<file path="src/rtl/i2c_codec_responder.sv">
// Write-only I2C target standing in for the WM8731 control port: ACKs the codec
// address and commits 7-bit address / 9-bit data words into a small register file.
module i2c_codec_responder #(
    parameter logic [6:0] DEV_ADDR    = 7'h1A,
    parameter int         NUM_REGS    = 10,
    parameter int         SYNC_STAGES = 2
) (
    input  logic       CLOCK31_5,
    input  logic       resetN,
    input  logic       scl_in,
    input  logic       sda_in,
    output logic       sda_drive_low,
    output logic       wr_valid,
    output logic [3:0] wr_addr,
    output logic [8:0] wr_data,
    output logic       addr_err,
    input  logic [3:0] rd_addr,
    output logic [8:0] rd_data,
    output logic       busy
);

    typedef enum logic [2:0] {
        IDLE, ADDR, ADDR_ACK, BYTE1, ACK1, BYTE2, ACK2, IGNORE
    } state_t;

    localparam logic [7:0] WRITE_BYTE = {DEV_ADDR, 1'b0};

    state_t                 state, state_next;
    logic [SYNC_STAGES-1:0] scl_sync, sda_sync;
    logic                   scl_prev, sda_prev;
    logic                   scl_s, sda_s;
    logic                   scl_rise, scl_fall, start_det, stop_det;
    logic [3:0]             bit_cnt;
    logic [7:0]             shift;
    logic [7:0]             reg_byte;
    logic                   drive_next, bit_clr, commit;
    logic [6:0]             commit_addr;
    logic [8:0]             commit_data;
    logic [8:0]             regs [NUM_REGS];

    function automatic logic [8:0] reg_default(input int idx);
        case (idx)
            0, 1:    return 9'h097;
            2, 3:    return 9'h079;
            4:       return 9'h00A;
            5:       return 9'h008;
            6:       return 9'h09F;
            7:       return 9'h00A;
            default: return 9'h000;
        endcase
    endfunction

    // Both lines idle high, so the synchronizers reset to 1 to avoid a false START.
    always_ff @(posedge CLOCK31_5 or negedge resetN) begin
        if (!resetN) begin
            scl_sync <= '1;
            sda_sync <= '1;
            scl_prev <= 1'b1;
            sda_prev <= 1'b1;
        end else begin
            scl_sync <= SYNC_STAGES'({scl_sync, scl_in});
            sda_sync <= SYNC_STAGES'({sda_sync, sda_in});
            scl_prev <= scl_s;
            sda_prev <= sda_s;
        end
    end

    assign scl_s     = scl_sync[SYNC_STAGES-1];
    assign sda_s     = sda_sync[SYNC_STAGES-1];
    assign scl_rise  = scl_s & ~scl_prev;
    assign scl_fall  = ~scl_s & scl_prev;
    assign start_det = scl_s & scl_prev & sda_prev & ~sda_s;
    assign stop_det  = scl_s & scl_prev & ~sda_prev & sda_s;

    assign commit_addr = reg_byte[7:1];
    assign commit_data = {reg_byte[0], shift[6:0], sda_s};

    always_ff @(posedge CLOCK31_5 or negedge resetN) begin
        if (!resetN) begin
            state         <= IDLE;
            sda_drive_low <= 1'b0;
        end else begin
            state         <= state_next;
            sda_drive_low <= drive_next;
        end
    end

    // ACK phases are entered and left on SCL falls, so SDA only moves while SCL is low.
    always_comb begin
        state_next = state;
        drive_next = sda_drive_low;
        bit_clr    = 1'b0;
        commit     = 1'b0;
        if (start_det) begin
            state_next = ADDR;
            drive_next = 1'b0;
            bit_clr    = 1'b1;
        end else if (stop_det) begin
            state_next = IDLE;
            drive_next = 1'b0;
        end else begin
            case (state)
                ADDR: begin
                    if (scl_fall && bit_cnt == 4'd8) begin
                        if (shift == WRITE_BYTE) begin
                            state_next = ADDR_ACK;
                            drive_next = 1'b1;
                        end else begin
                            state_next = IGNORE;
                        end
                    end
                end
                ADDR_ACK: begin
                    if (scl_fall) begin
                        state_next = BYTE1;
                        drive_next = 1'b0;
                        bit_clr    = 1'b1;
                    end
                end
                BYTE1: begin
                    if (scl_fall && bit_cnt == 4'd8) begin
                        state_next = ACK1;
                        drive_next = 1'b1;
                    end
                end
                ACK1: begin
                    if (scl_fall) begin
                        state_next = BYTE2;
                        drive_next = 1'b0;
                        bit_clr    = 1'b1;
                    end
                end
                BYTE2: begin
                    commit = scl_rise && bit_cnt == 4'd7;
                    if (scl_fall && bit_cnt == 4'd8) begin
                        state_next = ACK2;
                        drive_next = 1'b1;
                    end
                end
                ACK2: begin
                    if (scl_fall) begin
                        state_next = IGNORE;
                        drive_next = 1'b0;
                    end
                end
                default: ;
            endcase
        end
    end

    always_ff @(posedge CLOCK31_5 or negedge resetN) begin
        if (!resetN) begin
            bit_cnt  <= '0;
            shift    <= '0;
            reg_byte <= '0;
        end else begin
            if (bit_clr) begin
                bit_cnt <= '0;
            end else if (scl_rise && bit_cnt != 4'd8 &&
                         (state == ADDR || state == BYTE1 || state == BYTE2)) begin
                shift   <= {shift[6:0], sda_s};
                bit_cnt <= bit_cnt + 4'd1;
            end
            if (state == BYTE1 && state_next == ACK1)
                reg_byte <= shift;
        end
    end

    // Address 15 is the codec's reset register: it restores every default.
    always_ff @(posedge CLOCK31_5 or negedge resetN) begin
        if (!resetN) begin
            for (int i = 0; i < NUM_REGS; i++)
                regs[i] <= reg_default(i);
            wr_valid <= 1'b0;
            addr_err <= 1'b0;
            wr_addr  <= '0;
            wr_data  <= '0;
            rd_data  <= '0;
            busy     <= 1'b0;
        end else begin
            wr_valid <= 1'b0;
            addr_err <= 1'b0;
            if (commit) begin
                if (32'(commit_addr) < NUM_REGS) begin
                    regs[commit_addr[3:0]] <= commit_data;
                    wr_valid <= 1'b1;
                    wr_addr  <= commit_addr[3:0];
                    wr_data  <= commit_data;
                end else if (commit_addr == 7'd15) begin
                    for (int i = 0; i < NUM_REGS; i++)
                        regs[i] <= reg_default(i);
                    wr_valid <= 1'b1;
                    wr_addr  <= 4'd15;
                    wr_data  <= commit_data;
                end else begin
                    addr_err <= 1'b1;
                end
            end
            rd_data <= (32'(rd_addr) < NUM_REGS) ? regs[rd_addr] : 9'h000;
            if (start_det)
                busy <= 1'b1;
            else if (stop_det)
                busy <= 1'b0;
        end
    end

endmodule

</file>
<file path="config.mk">
export PLATFORM = sky130hd
export DESIGN_NAME = i2c_codec_responder
export DESIGN_NICKNAME = d
export VERILOG_FILES = /design/src/rtl/i2c_codec_responder.sv
export SDC_FILE = /design/constraint.sdc
export NUM_CORES = 1
export LEC_CHECK = 0
export CAP_MARGIN = 20
export CORE_ASPECT_RATIO = 1.1
export CORE_MARGIN = 2
export CORE_UTILIZATION = 50
export CTS_BUF_LIST = sky130_fd_sc_hd__clkbuf_2
export DETAILED_ROUTE_END_ITERATION = 8
export GPL_ROUTABILITY_DRIVEN = 0
export HOLD_SLACK_MARGIN = 0.06
export PLACE_DENSITY = 0.7
export SYNTH_ARGS = -nofsm -noshare
export SYNTH_HDL_FRONTEND = slang
export SYNTH_SLANG_ARGS = --single-unit
</file>
<file path="constraint.sdc">
create_clock -name CLOCK31_5 -period 2.05 [get_ports CLOCK31_5]
set_input_delay 0.41 -clock CLOCK31_5 [delete_from_list [all_inputs] [get_ports CLOCK31_5]]
set_output_delay 0.41 -clock CLOCK31_5 [all_outputs]
set_load 0.1 [all_outputs]
</file>
==> impl_metrics.ini <==
[critical_path]
critPathRequiredTime_ns = 2.70
crit_slowest_cell = dfstp_2
start_kind = flip-flop
r2r_slack_ns = 0.09
worstPathCellList = nor2b_1 > and3_1 > and3_2 > mux2_2
critical_path_class = reg2reg
cp-end-kind = flip-flop
crit_path_max_incr_delay_ns = 0.62
worst-path-max-fanout = 9
cp.arrival_ns = 2.61

[cts]
clock_latency_ns = 0.74
clkTransAtPathRegs_ns = 0.20
clockBufferDepth = 2
clock_sinks = 145
root_buffer = clkbuf_2
tritoncts = yes
numCtsBuffers = 17
htreeDepth = 4

[route]
wl_met3_um = 777
dr.pass1.iters = 5
wl_um = 15800
met2WireLength_um = 8090
wl_per_cell_um = 21.0
via_count = 4663
drt_iter0_drc = 368
routed.top_layer = met4
drc = 0
met1Wirelength_um = 6640
antenna_left = 0
avgViaCountPerCell = 6.18

[power_and_ir_drop]
ir_drop_uv = 712
total_power_mw = 5.78
power_density_mw_per_mm2 = 747
static-leakage-power_nw = 3.43

[hold_path]
hold_class = in2async

[synthesis]
synth_top_area_frac = 0.402
ys_warn_count = 0
async_reset_ff_frac = 1.00
synth-edff-count = 0
synth.avg_cell_area_um2 = 13.1
yosys-top-cells-area = dfrtp_1, dfstp_2, mux2_2
synth_nets = 521
synth_cell_types = 56
synthCells = 511
synthFlopType = dfrtp_1
synth.largest_area_cell = dfrtp_1
ys_ff_latch = 145
yosysSeqAreaShare = 0.547
netlist_area_mm2 = 0.00672

[global_route]
antenna_found_initial = 1
grt_pass1_wl_um = 25500
grt_pass1_vias = 4744
grt_start_max_net_pins = 61
grtUsageTotal = 0.233
grt_overflow_total = 0

[timing]
finalHoldViolCount = 0
worstMarginPinSlew_ns = 0.603
min_period_over_period = 0.956
rsz0062_at_grt = true
drv_slew = 0
skew_ns = 0.0328
period_needed_ns = 1.96
relSlewSlack = 0.597
fmax_mhz = 510
tns_ns = 0
setup_viol = 0

[cells_and_area]
drive_gt1_frac = 0.429
fill_cells = 1056
mostFrequentLayoutCells = dfrtp_1, buf_4, mux2_2, dfstp_2, a32o_1
layout_commonest_cell = dfrtp_1
nets = 589
area_growth_pct = 15.3

[floorplan]
fp.dieH_um = 126
die_w_um = 115
die-area_mm2 = 0.0144
coreArea_mm2 = 0.0132
start_util = 0.511
rows = 44
boundaryPins = 34

[flow_run]
cap_viol_max_count = 0

[placement]
port_buffers = 33
dp_hpwl_um = 11200

[status]
outcome = completed
[worst max-delay path, delay by kind of cell, from the launching register on]
| family | cells | cell delay [ns] |
|---|---|---|
| simple gates | 3 | 0.87 |
| flops | 1 | 0.62 |
| mux | 1 | 0.37 |
[state kept, by name, indices dropped and copies added, names as in the netlist]
name,flops
sda_sync,2
shift,8
sda_prev,1
reg_byte,8
sda_drive_low,1
addr_err,1
rd_data,9
scl_prev,1
wr_data,9
busy,1
wr_valid,1
scl_sync,2
wr_addr,4
state,3
regs,90
bit_cnt,4
[logic make-up after synthesis]
kind of cell	count (synthesis)	share of synthesized area
adders and majority gates	2	0.00372
xor gates and xnor gates	6	0.00782
muxes	78	0.161
and+or+nand+nor	110	0.112
DFF	145	0.547
buffers and inverters	56	0.0361
AOI/OAI and AO/OA	114	0.133
[cell usage after synthesis, types with 7 or more instances]
cell type  count
nor2_1        15
a22o_1        19
buf_2         15
inv_1         18
clkbuf_1      17
o21ai_0       15
nand2_1       25
and3_1         7
a221oi_1      10
a21oi_1       16
dfrtp_1      108
nand3b_1       9
a32o_1        31
mux4_2        18
dfstp_2       37
or3_1          8
mux2_2        60
[metal layers]
| metal | GRT usage | up-vias |
|---|---|---|
| li1 | - | 2080 |
| met1 | 0.308 | 2406 |
| met2 | 0.380 | 151 |
| met3 | 0.0553 | 26 |
| met4 | 0.0789 | 0 |
| met5 | 0 | - |
[layout make-up]
class | instances | area [um2] | area share
clock inverters | 15 | 120 | 0.0155
inverters | 19 | 71.3 | 0.00921
clock buffers | 17 | 85.1 | 0.0110
well taps | 161 | 201 | 0.0260
flip-flops and latches | 145 | 3670 | 0.475
multi-input cells | 310 | 2830 | 0.366
repair buffers | 86 | 754 | 0.0974
diodes | 1 | 2.50 | 0.000323
[final timing paths]
kind | endpoint | from | cells past startpoint
worst max-delay path | reg_byte[1] | scl_prev | 4
worst min-delay path | regs[14] | resetN | 2
worst max register to register | reg_byte[1] | scl_prev | 4
worst min register to register | scl_sync[1] | scl_sync[0] | 0
max in group asynchronous | sda_sync[1] | resetN | 3
min in group CLOCK31_5 | scl_sync[1] | scl_sync[0] | 0
[per-stage QoR]
step                      utilization  worst slack (ns)  instance area [um2]  hold WS [ns]  std cells
final                           0.588            0.0910                 7740         0.119        754
after global routing            0.588          -0.00625                 7740        0.0936        754
after CTS                       0.584          -0.00967                 7690        0.0867        751
after detailed placement        0.566           -0.0284                 7440         0.340        716
after global placement          0.566            0.0380                 7440         0.334        716
after floorplan                     -             0.144                 6720         0.114        511
[power by group]
group	switching, mW	leakage [nW]	total [mW]	internal [mW]
Sequential	0.167	1.85	3.18	3.02
Clock	1.03	0.125	1.46	0.425
Combinational	0.721	1.45	1.15	0.424
[timing repair]
action	4_1_cts	5_1_grt
gates resized for setup	3	6
gates cloned	0	0
setup endpoints to repair	15	68
pin swaps	0	2
buffers inserted	0	2
hold endpoints to repair	120	0
hold buffers	3	0
(Power assumes the default switching activity.)
